`src/rtl/drr_req_issuer_if.sv`:
```
// Signal bundle between drr_req_issuer and its surroundings: descriptor source, weight config,
// DRR calc engine, PIFO dequeue feedback and the downstream rank sink.
interface drr_req_issuer_if #(
    parameter int CLASS_WIDTH         = 5,
    parameter int WEIGHT_WIDTH        = 16,
    parameter int PKT_WIDTH           = 16,
    parameter int TAG_WIDTH           = 8,
    parameter int RESULT_WIDTH        = 32,
    parameter int PIFO_OVERFLOW_WIDTH = 1,
    parameter int PIFO_ROUND_WIDTH    = 18
);
    logic                           pkt_valid;
    logic                           pkt_ready;
    logic [CLASS_WIDTH-1:0]         pkt_class_id;
    logic [PKT_WIDTH-1:0]           pkt_len;
    logic [TAG_WIDTH-1:0]           pkt_tag;

    logic                           cfg_wr_en;
    logic [CLASS_WIDTH-1:0]         cfg_class_id;
    logic [WEIGHT_WIDTH-1:0]        cfg_weight;

    logic                           req_valid;
    logic [CLASS_WIDTH-1:0]         req_class_id;
    logic [WEIGHT_WIDTH-1:0]        req_class_weight;
    logic [WEIGHT_WIDTH-1:0]        req_div_quotient;
    logic [WEIGHT_WIDTH-1:0]        req_div_remain;

    logic                           resp_valid;
    logic [RESULT_WIDTH-1:0]        resp_data;

    logic                           deq_valid;
    logic [RESULT_WIDTH-1:0]        deq_rank;
    logic                           last_pifo_valid;
    logic [PIFO_OVERFLOW_WIDTH-1:0] last_pifo_overflow;
    logic [PIFO_ROUND_WIDTH-1:0]    last_pifo_round;

    logic                           out_valid;
    logic                           out_ready;
    logic [TAG_WIDTH-1:0]           out_tag;
    logic [RESULT_WIDTH-1:0]        out_rank;

    logic                           err_timeout;

    modport master (
        input  pkt_valid, pkt_class_id, pkt_len, pkt_tag,
        input  cfg_wr_en, cfg_class_id, cfg_weight,
        input  resp_valid, resp_data, deq_valid, deq_rank, out_ready,
        output pkt_ready, req_valid, req_class_id, req_class_weight,
        output req_div_quotient, req_div_remain,
        output last_pifo_valid, last_pifo_overflow, last_pifo_round,
        output out_valid, out_tag, out_rank, err_timeout
    );

    modport slave (
        output pkt_valid, pkt_class_id, pkt_len, pkt_tag,
        output cfg_wr_en, cfg_class_id, cfg_weight,
        output resp_valid, resp_data, deq_valid, deq_rank, out_ready,
        input  pkt_ready, req_valid, req_class_id, req_class_weight,
        input  req_div_quotient, req_div_remain,
        input  last_pifo_valid, last_pifo_overflow, last_pifo_round,
        input  out_valid, out_tag, out_rank, err_timeout
    );
endinterface

```
`src/rtl/drr_req_issuer.sv`:
```
// DRR rank request issuer: weight lookup, sequential length/weight division, single outstanding
// request to the calc engine with response timeout, and last-dequeued PIFO round tracking.
//
// state       | meaning
// ------------+-------------------------------------------------------------
// S_IDLE      | pkt_ready=1, waiting for a descriptor
// S_DIVIDE    | restoring divider, one quotient bit per cycle
// S_ISSUE     | one-cycle request pulse to the engine
// S_WAIT_RESP | waiting for the engine response, timeout down-counter running
// S_OUTPUT    | holding {tag, rank} until the sink takes it
module drr_req_issuer #(
    parameter int CLASS_WIDTH         = 5,
    parameter int WEIGHT_WIDTH        = 16,
    parameter int PKT_WIDTH           = 16,
    parameter int TAG_WIDTH           = 8,
    parameter int RESULT_WIDTH        = 32,
    parameter int PIFO_OVERFLOW_WIDTH = 1,
    parameter int PIFO_ROUND_WIDTH    = 18,
    parameter int PIFO_ADDR_WIDTH     = 12,
    parameter int RESP_TIMEOUT        = 64
) (
    input  logic             clk,
    input  logic             rst,
    drr_req_issuer_if.master bus
);
    localparam int DEPTH     = 2 ** CLASS_WIDTH;
    localparam int DIV_CNT_W = $clog2(PKT_WIDTH + 1);
    localparam int TMO_CNT_W = $clog2(RESP_TIMEOUT + 1);
    localparam int ROUND_LSB = PIFO_ADDR_WIDTH;
    localparam int OVF_LSB   = PIFO_ADDR_WIDTH + PIFO_ROUND_WIDTH;
    localparam int OVF_MSB   = OVF_LSB + PIFO_OVERFLOW_WIDTH - 1;

    typedef enum logic [2:0] {
        S_IDLE,
        S_DIVIDE,
        S_ISSUE,
        S_WAIT_RESP,
        S_OUTPUT
    } state_t;

    state_t                    state;
    state_t                    state_nxt;

    logic [WEIGHT_WIDTH-1:0]   weight_tbl [DEPTH];
    logic [WEIGHT_WIDTH-1:0]   lookup_w;

    logic [CLASS_WIDTH-1:0]    cls_q;
    logic [WEIGHT_WIDTH-1:0]   weight_q;
    logic [TAG_WIDTH-1:0]      tag_q;
    logic [PKT_WIDTH-1:0]      dvd_q;
    logic [WEIGHT_WIDTH-1:0]   rem_q;
    logic [DIV_CNT_W-1:0]      div_cnt_q;
    logic [TMO_CNT_W-1:0]      tmo_cnt_q;
    logic [RESULT_WIDTH-1:0]   rank_q;

    logic [WEIGHT_WIDTH:0]     trial;
    logic                      trial_ge;

    logic                      accept;
    logic                      div_step;
    logic                      resp_take;
    logic                      in_issue;
    logic                      in_output;

    logic [PIFO_OVERFLOW_WIDTH-1:0] ovf_q;
    logic [PIFO_ROUND_WIDTH-1:0]    round_q;
    logic                           lpv_q;
    logic                           unused_deq;

    // Table read happens before this cycle's cfg write lands, so a same-cycle write is not seen.
    assign lookup_w = weight_tbl[bus.pkt_class_id];

    // dvd_q shifts the dividend out of its top and the quotient bits in at the bottom.
    assign trial    = {rem_q, dvd_q[PKT_WIDTH-1]};
    assign trial_ge = (trial >= {1'b0, weight_q});

    always_ff @(posedge clk) begin
        if (rst) begin
            state <= S_IDLE;
        end else begin
            state <= state_nxt;
        end
    end

    always_comb begin
        state_nxt       = state;
        accept          = 1'b0;
        div_step        = 1'b0;
        resp_take       = 1'b0;
        bus.pkt_ready   = 1'b0;
        bus.req_valid   = 1'b0;
        bus.out_valid   = 1'b0;
        bus.err_timeout = 1'b0;
        case (state)
            S_IDLE: begin
                bus.pkt_ready = 1'b1;
                if (bus.pkt_valid) begin
                    accept    = 1'b1;
                    state_nxt = S_DIVIDE;
                end
            end
            S_DIVIDE: begin
                div_step = 1'b1;
                if (div_cnt_q == '0) begin
                    state_nxt = S_ISSUE;
                end
            end
            S_ISSUE: begin
                bus.req_valid = 1'b1;
                state_nxt     = S_WAIT_RESP;
            end
            S_WAIT_RESP: begin
                // A response arriving on the last allowed cycle still wins over the timeout.
                if (bus.resp_valid) begin
                    resp_take = 1'b1;
                    state_nxt = S_OUTPUT;
                end else if (tmo_cnt_q == '0) begin
                    bus.err_timeout = 1'b1;
                    state_nxt       = S_IDLE;
                end
            end
            S_OUTPUT: begin
                bus.out_valid = 1'b1;
                if (bus.out_ready) begin
                    state_nxt = S_IDLE;
                end
            end
            default: begin
                state_nxt = S_IDLE;
            end
        endcase
    end

    always_ff @(posedge clk) begin
        if (rst) begin
            for (int i = 0; i < DEPTH; i++) begin
                weight_tbl[i] <= '0;
            end
            cls_q     <= '0;
            weight_q  <= '0;
            tag_q     <= '0;
            dvd_q     <= '0;
            rem_q     <= '0;
            div_cnt_q <= '0;
            tmo_cnt_q <= '0;
            rank_q    <= '0;
        end else begin
            if (bus.cfg_wr_en) begin
                weight_tbl[bus.cfg_class_id] <= bus.cfg_weight;
            end

            if (accept) begin
                cls_q     <= bus.pkt_class_id;
                tag_q     <= bus.pkt_tag;
                weight_q  <= (lookup_w == '0) ? WEIGHT_WIDTH'(1) : lookup_w;
                dvd_q     <= bus.pkt_len;
                rem_q     <= '0;
                div_cnt_q <= DIV_CNT_W'(PKT_WIDTH - 1);
            end else if (div_step) begin
                rem_q     <= trial_ge ? WEIGHT_WIDTH'(trial - {1'b0, weight_q})
                                      : trial[WEIGHT_WIDTH-1:0];
                dvd_q     <= {dvd_q[PKT_WIDTH-2:0], trial_ge};
                div_cnt_q <= div_cnt_q - 1'b1;
            end

            if (in_issue) begin
                tmo_cnt_q <= TMO_CNT_W'(RESP_TIMEOUT - 1);
            end else if (state == S_WAIT_RESP) begin
                tmo_cnt_q <= tmo_cnt_q - 1'b1;
            end

            if (resp_take) begin
                rank_q <= bus.resp_data;
            end
        end
    end

    // Dequeue feedback runs regardless of the request FSM.
    always_ff @(posedge clk) begin
        if (rst) begin
            lpv_q   <= 1'b0;
            ovf_q   <= '0;
            round_q <= '0;
        end else if (bus.deq_valid) begin
            lpv_q   <= 1'b1;
            ovf_q   <= bus.deq_rank[OVF_MSB:OVF_LSB];
            round_q <= bus.deq_rank[ROUND_LSB +: PIFO_ROUND_WIDTH];
        end
    end

    assign unused_deq = ^{bus.deq_rank[PIFO_ADDR_WIDTH-1:0],
                          bus.deq_rank[RESULT_WIDTH-1:OVF_MSB+1]};

    assign in_issue  = (state == S_ISSUE);
    assign in_output = (state == S_OUTPUT);

    // Request and output payloads read zero whenever their valid is low.
    assign bus.req_class_id     = in_issue ? cls_q : '0;
    assign bus.req_class_weight = in_issue ? weight_q : '0;
    assign bus.req_div_quotient = in_issue ? WEIGHT_WIDTH'(dvd_q) : '0;
    assign bus.req_div_remain   = in_issue ? rem_q : '0;

    assign bus.out_tag  = in_output ? tag_q : '0;
    assign bus.out_rank = in_output ? rank_q : '0;

    assign bus.last_pifo_valid    = lpv_q;
    assign bus.last_pifo_overflow = ovf_q;
    assign bus.last_pifo_round    = round_q;
endmodule

```
`src/flat_wrapper.sv`:
```
// flat-port wrapper written by rule: the top's interface ports become plain ports
module drr_req_issuer_flat 
#(
    parameter int CLASS_WIDTH         = 5,
    parameter int WEIGHT_WIDTH        = 16,
    parameter int PKT_WIDTH           = 16,
    parameter int TAG_WIDTH           = 8,
    parameter int RESULT_WIDTH        = 32,
    parameter int PIFO_OVERFLOW_WIDTH = 1,
    parameter int PIFO_ROUND_WIDTH    = 18,
    parameter int PIFO_ADDR_WIDTH     = 12,
    parameter int RESP_TIMEOUT        = 64
)
  (clk, rst, bus_pkt_valid, bus_pkt_class_id, bus_pkt_len, bus_pkt_tag, bus_cfg_wr_en, bus_cfg_class_id, bus_cfg_weight, bus_resp_valid, bus_resp_data, bus_deq_valid, bus_deq_rank, bus_out_ready, bus_pkt_ready, bus_req_valid, bus_req_class_id, bus_req_class_weight, bus_req_div_quotient, bus_req_div_remain, bus_last_pifo_valid, bus_last_pifo_overflow, bus_last_pifo_round, bus_out_valid, bus_out_tag, bus_out_rank, bus_err_timeout);
  drr_req_issuer_if #(.CLASS_WIDTH(CLASS_WIDTH), .WEIGHT_WIDTH(WEIGHT_WIDTH), .PKT_WIDTH(PKT_WIDTH), .TAG_WIDTH(TAG_WIDTH), .RESULT_WIDTH(RESULT_WIDTH), .PIFO_OVERFLOW_WIDTH(PIFO_OVERFLOW_WIDTH), .PIFO_ROUND_WIDTH(PIFO_ROUND_WIDTH)) bus_i ();
  input  logic clk;
  input  logic rst;
  input wire logic [$bits(bus_i.pkt_valid)-1:0] bus_pkt_valid;
  input wire logic [$bits(bus_i.pkt_class_id)-1:0] bus_pkt_class_id;
  input wire logic [$bits(bus_i.pkt_len)-1:0] bus_pkt_len;
  input wire logic [$bits(bus_i.pkt_tag)-1:0] bus_pkt_tag;
  input wire logic [$bits(bus_i.cfg_wr_en)-1:0] bus_cfg_wr_en;
  input wire logic [$bits(bus_i.cfg_class_id)-1:0] bus_cfg_class_id;
  input wire logic [$bits(bus_i.cfg_weight)-1:0] bus_cfg_weight;
  input wire logic [$bits(bus_i.resp_valid)-1:0] bus_resp_valid;
  input wire logic [$bits(bus_i.resp_data)-1:0] bus_resp_data;
  input wire logic [$bits(bus_i.deq_valid)-1:0] bus_deq_valid;
  input wire logic [$bits(bus_i.deq_rank)-1:0] bus_deq_rank;
  input wire logic [$bits(bus_i.out_ready)-1:0] bus_out_ready;
  output wire logic [$bits(bus_i.pkt_ready)-1:0] bus_pkt_ready;
  output wire logic [$bits(bus_i.req_valid)-1:0] bus_req_valid;
  output wire logic [$bits(bus_i.req_class_id)-1:0] bus_req_class_id;
  output wire logic [$bits(bus_i.req_class_weight)-1:0] bus_req_class_weight;
  output wire logic [$bits(bus_i.req_div_quotient)-1:0] bus_req_div_quotient;
  output wire logic [$bits(bus_i.req_div_remain)-1:0] bus_req_div_remain;
  output wire logic [$bits(bus_i.last_pifo_valid)-1:0] bus_last_pifo_valid;
  output wire logic [$bits(bus_i.last_pifo_overflow)-1:0] bus_last_pifo_overflow;
  output wire logic [$bits(bus_i.last_pifo_round)-1:0] bus_last_pifo_round;
  output wire logic [$bits(bus_i.out_valid)-1:0] bus_out_valid;
  output wire logic [$bits(bus_i.out_tag)-1:0] bus_out_tag;
  output wire logic [$bits(bus_i.out_rank)-1:0] bus_out_rank;
  output wire logic [$bits(bus_i.err_timeout)-1:0] bus_err_timeout;
  assign bus_i.pkt_valid = bus_pkt_valid;
  assign bus_i.pkt_class_id = bus_pkt_class_id;
  assign bus_i.pkt_len = bus_pkt_len;
  assign bus_i.pkt_tag = bus_pkt_tag;
  assign bus_i.cfg_wr_en = bus_cfg_wr_en;
  assign bus_i.cfg_class_id = bus_cfg_class_id;
  assign bus_i.cfg_weight = bus_cfg_weight;
  assign bus_i.resp_valid = bus_resp_valid;
  assign bus_i.resp_data = bus_resp_data;
  assign bus_i.deq_valid = bus_deq_valid;
  assign bus_i.deq_rank = bus_deq_rank;
  assign bus_i.out_ready = bus_out_ready;
  assign bus_pkt_ready = bus_i.pkt_ready;
  assign bus_req_valid = bus_i.req_valid;
  assign bus_req_class_id = bus_i.req_class_id;
  assign bus_req_class_weight = bus_i.req_class_weight;
  assign bus_req_div_quotient = bus_i.req_div_quotient;
  assign bus_req_div_remain = bus_i.req_div_remain;
  assign bus_last_pifo_valid = bus_i.last_pifo_valid;
  assign bus_last_pifo_overflow = bus_i.last_pifo_overflow;
  assign bus_last_pifo_round = bus_i.last_pifo_round;
  assign bus_out_valid = bus_i.out_valid;
  assign bus_out_tag = bus_i.out_tag;
  assign bus_out_rank = bus_i.out_rank;
  assign bus_err_timeout = bus_i.err_timeout;
  drr_req_issuer #(.CLASS_WIDTH(CLASS_WIDTH), .WEIGHT_WIDTH(WEIGHT_WIDTH), .PKT_WIDTH(PKT_WIDTH), .TAG_WIDTH(TAG_WIDTH), .RESULT_WIDTH(RESULT_WIDTH), .PIFO_OVERFLOW_WIDTH(PIFO_OVERFLOW_WIDTH), .PIFO_ROUND_WIDTH(PIFO_ROUND_WIDTH), .PIFO_ADDR_WIDTH(PIFO_ADDR_WIDTH), .RESP_TIMEOUT(RESP_TIMEOUT)) u_core (.clk(clk), .rst(rst), .bus(bus_i));
endmodule
```
`config.mk`:
```
export PLATFORM = sky130hd
export DESIGN_NAME = drr_req_issuer_flat
export DESIGN_NICKNAME = d
export VERILOG_FILES = /design/src/rtl/drr_req_issuer_if.sv /design/src/rtl/drr_req_issuer.sv /design/src/flat_wrapper.sv
export SDC_FILE = /design/constraint.sdc
export NUM_CORES = 1
export LEC_CHECK = 0
export CORE_ASPECT_RATIO = 0.8
export CORE_UTILIZATION = 29
export DETAILED_ROUTE_END_ITERATION = 16
export GPL_TIMING_DRIVEN = 0
export PLACE_DENSITY_LB_ADDON = 0.2
export SLEW_MARGIN = 40
export SYNTH_ARGS = -nofsm -noshare
export SYNTH_HDL_FRONTEND = slang
export SYNTH_SLANG_ARGS = --single-unit
```
`constraint.sdc`:
```
create_clock -name clk -period 7.4 [get_ports clk]
set_input_delay 1.48 -clock clk [delete_from_list [all_inputs] [get_ports clk]]
set_output_delay 1.48 -clock clk [all_outputs]
set_load 0.005 [all_outputs]
```
==> metrics.cfg <==
[outcome]
status=finished clean

[clocking]
clk_pin_slew_ns=0.05
cts_root_buffer=clkbuf_16
clkLatencyLatePin_ns=0.63
clock-sinks=640
hold_buffers=0
postCtsSetupBuffers=0
clock_path_buffers=3
h-tree-depth=3
cts_resized=0
cts_inserted_buffers=73
cts_tree=built

[sta]
fin_crit_sh_pct=70.5
setup_violations=0
drv_slew=0
slew_headroom_pct=41.1
fin_setup_tns_ns=0
skew_ns=0.0255
post-route-min-period_ns=5.22
fmax_mhz=192
rsz0062_at_grt=no
hold_violations=0
fin_hold_ws_ns=0.448
tightest_slew_ns=0.883

[synth]
ys_seq_area_share_pct=60.9
synth_area_leaders=edfxtp_1 52%, and2_1 12%, mux4_2 9.0%
yosysTopAreaCell=edfxtp_1
synth_flop_cell=edfxtp_1
synthMuxAreaShare_pct=11.1
synth_compound_area_share_pct=5.24
synthXorXnorAreaFrac_pct=0.565
avgSynthCellArea_um2=13.1
yosys_warnings=0
synth.net_count=2394
syn-instance-count=2253
synth_cell_types=56
netlist_area_mm2=0.0294
synth-simple-area-share_pct=18.2
synth_top_family_by_area=simple AND/OR/NAND/NOR gates
synth_top_area_share_pct=52.2
synth-async-reset-ratio_pct=0
synth_seq_cells=640
synth_fa_ha_area_share_pct=0.875
synth_edf_count=512

[critical_path]
max_stage_delay_ns=0.57
critPathSlowestCell=nor4_1
startpoint_type=input port
path_class=in -> reg
crit_arrival_ns=5.75
path_max_fanout=10
crit_chain=buf_2, clkbuf_2, buf_2, mux4_2, a22oi_1, nand4_1, nor4_1, nand4_1, or3_1, a311oi_1
endpoint_kind=flip-flop
required_ns=7.93

[grt]
grt_pass1_wl_um=136000
grt_pass1_vias=19473
grt_max_degree=17
grt_use_total_pct=18.4
overflow=0
antenna_found_initial=8

[floorplan]
core_area_mm2=0.101
io_pins=238
row_count=104
die_h_um=287
die_area_mm2=0.103
die_x_um=358
start_util_pct=29.3

[cells_and_area]
final_cell_area_mm2=0.0358
drive_gt1_share_pct=11.9
layout.nets=2688
fillers=9764
area_delta_synth_final_pct=21.7

[routing]
wire_per_inst_um=24.4
wirelength_um=96100
drc=0
viasPerCell=4.98
num_vias=19604
drt_first_iter_violations=1688
drtPass1Iterations=5
postRouteAntennaNets=0

[pwr]
p_per_area_mw_per_mm2=265
p_leak_nw=12.5
ir_drop_uv=142

[run]
maxCapViolCount=0

[min_path]
min_path_type=reg -> reg

[placement]
placed_area_mm2=0.0333
port_buffers=218
dpl.hpwl_um=71200
place_congestion=0.849

[metal layers]
metal	GRT usage, %	up-vias	wire [um]
li1	-	8713	-
met5	0	-	0
met1	26.4	10018	43600
met3	4.93	116	8710
met2	27.5	757	41800
met4	4.52	0	2050
[cells in the final DEF, fill, tap and decap left out, types with 11 or more instances in the layout]
cell / n
and3_1: 44
and2_1: 558
mux4_2: 118
clkinv_1: 13
clkdlybuf4s50_1: 218
buf_2: 15
o21ai_0: 30
ha_1: 19
edfxtp_1: 512
a211oi_1: 20
nand4_1: 14
xnor2_1: 14
nor2_1: 111
nand2b_1: 11
a21oi_1: 99
inv_1: 29
clkinv_2: 13
dfxtp_1: 128
or2_2: 34
clkbuf_1: 144
nor3_1: 15
mux2i_1: 34
a22oi_1: 64
nand3_1: 11
clkbuf_16: 77
clkbuf_2: 11
nand2_1: 131
[worst max-delay path: cells and delay by family]
kind	cells	cell delay [ns]
and+or+nand+nor	4	1.62
buffers and inverters	3	1.45
AOI/OAI and AO/OA	2	0.77
muxes	1	0.39
[registers in the layout (all words and copies together), names as in the netlist]
signal	flops
u_core.tag_q	8
u_core.rem_q	16
u_core.bus.last_pifo_round	18
u_core.weight_tbl	512
u_core.dvd_q	16
u_core.rank_q	32
u_core.bus.last_pifo_overflow	1
u_core.tmo_cnt_q	7
u_core.cls_q	5
u_core.div_cnt_q	5
u_core.weight_q	16
u_core.bus.last_pifo_valid	1
u_core.state	3
[final timing paths]
check                                    startpoint            endpoint  slack [ns]  depth (start not counted)
worst max register to register      u_core.rem_q[0]     u_core.rem_q[8]        3.60                         11
worst min register to register    u_core.rank_q[12]   u_core.rank_q[12]        0.45                          2
worst min-delay path              u_core.rank_q[12]   u_core.rank_q[12]        0.45                          2
worst max-delay path            bus_pkt_class_id[3]  u_core.weight_q[0]        2.18                         10
[through the flow]
stage          worst slack (ns)  power [mW]  instances  utilization, %
3_3_place_gp              0.856        5.70       3796            33.1
5_1_grt                    2.17        9.83       3929            35.6
3_5_place_dp               1.65        5.73       3796            33.1
4_1_cts                    2.33        9.56       3928            35.6
6_report                   2.18        9.49       3933            35.6
2_1_floorplan              3.47        5.17       2253               -
[synth_stat cells, drive strengths merged (4+ instances only)]
cell / number
a21oi: 99
clkbuf: 146
a31oi: 4
o21ai: 30
nand2b: 11
a22oi: 64
inv: 30
nor4: 6
mux2i: 34
nor3: 15
a211oi: 20
a21o: 4
and2: 558
nand3b: 5
buf: 33
nor2b: 6
nand3: 11
or2: 34
mux4: 128
nand2: 131
ha: 19
dfxtp: 128
xnor2: 14
edfxtp: 512
nor2: 111
nand4: 14
and3: 44
a22o: 4
xor2: 5
[report_power, final]
| part | total [mW] | switching (mW) | leakage [nW] | internal, mW |
|---|---|---|---|---|
| sequential | 4.22 | 0.105 | 5.92 | 4.12 |
| clock | 3.82 | 1.54 | 1.23 | 2.28 |
| combinational | 1.45 | 0.881 | 5.33 | 0.566 |
| total | 9.49 | 2.53 | 12.5 | 6.97 |
[cells by family (layout without fill, tap and decap cells)]
logic type,after synthesis,in the layout
compound gates,246,246
xor+xnor,19,19
fa+ha+maj,20,20
buf+inv,209,560
flops,640,640
mux,162,162
other cells,0,4
simple gates,957,957
[layout make-up]
cell class / instances / area, um2 / share of cell area, %
Buffer: 179 / 811 / 2.26
Tap cell: 1325 / 1660 / 4.63
Multi-Input combinational cell: 1404 / 10600 / 29.6
Inverter: 30 / 113 / 0.314
Clock buffer: 88 / 2000 / 5.58
Sequential cell: 640 / 17900 / 50.1
Antenna cell: 4 / 10.0 / 0.0279
Timing Repair Buffer: 219 / 2190 / 6.11
Clock inverter: 44 / 505 / 1.41
No activity file was read; power rests on OpenSTA's default activity.
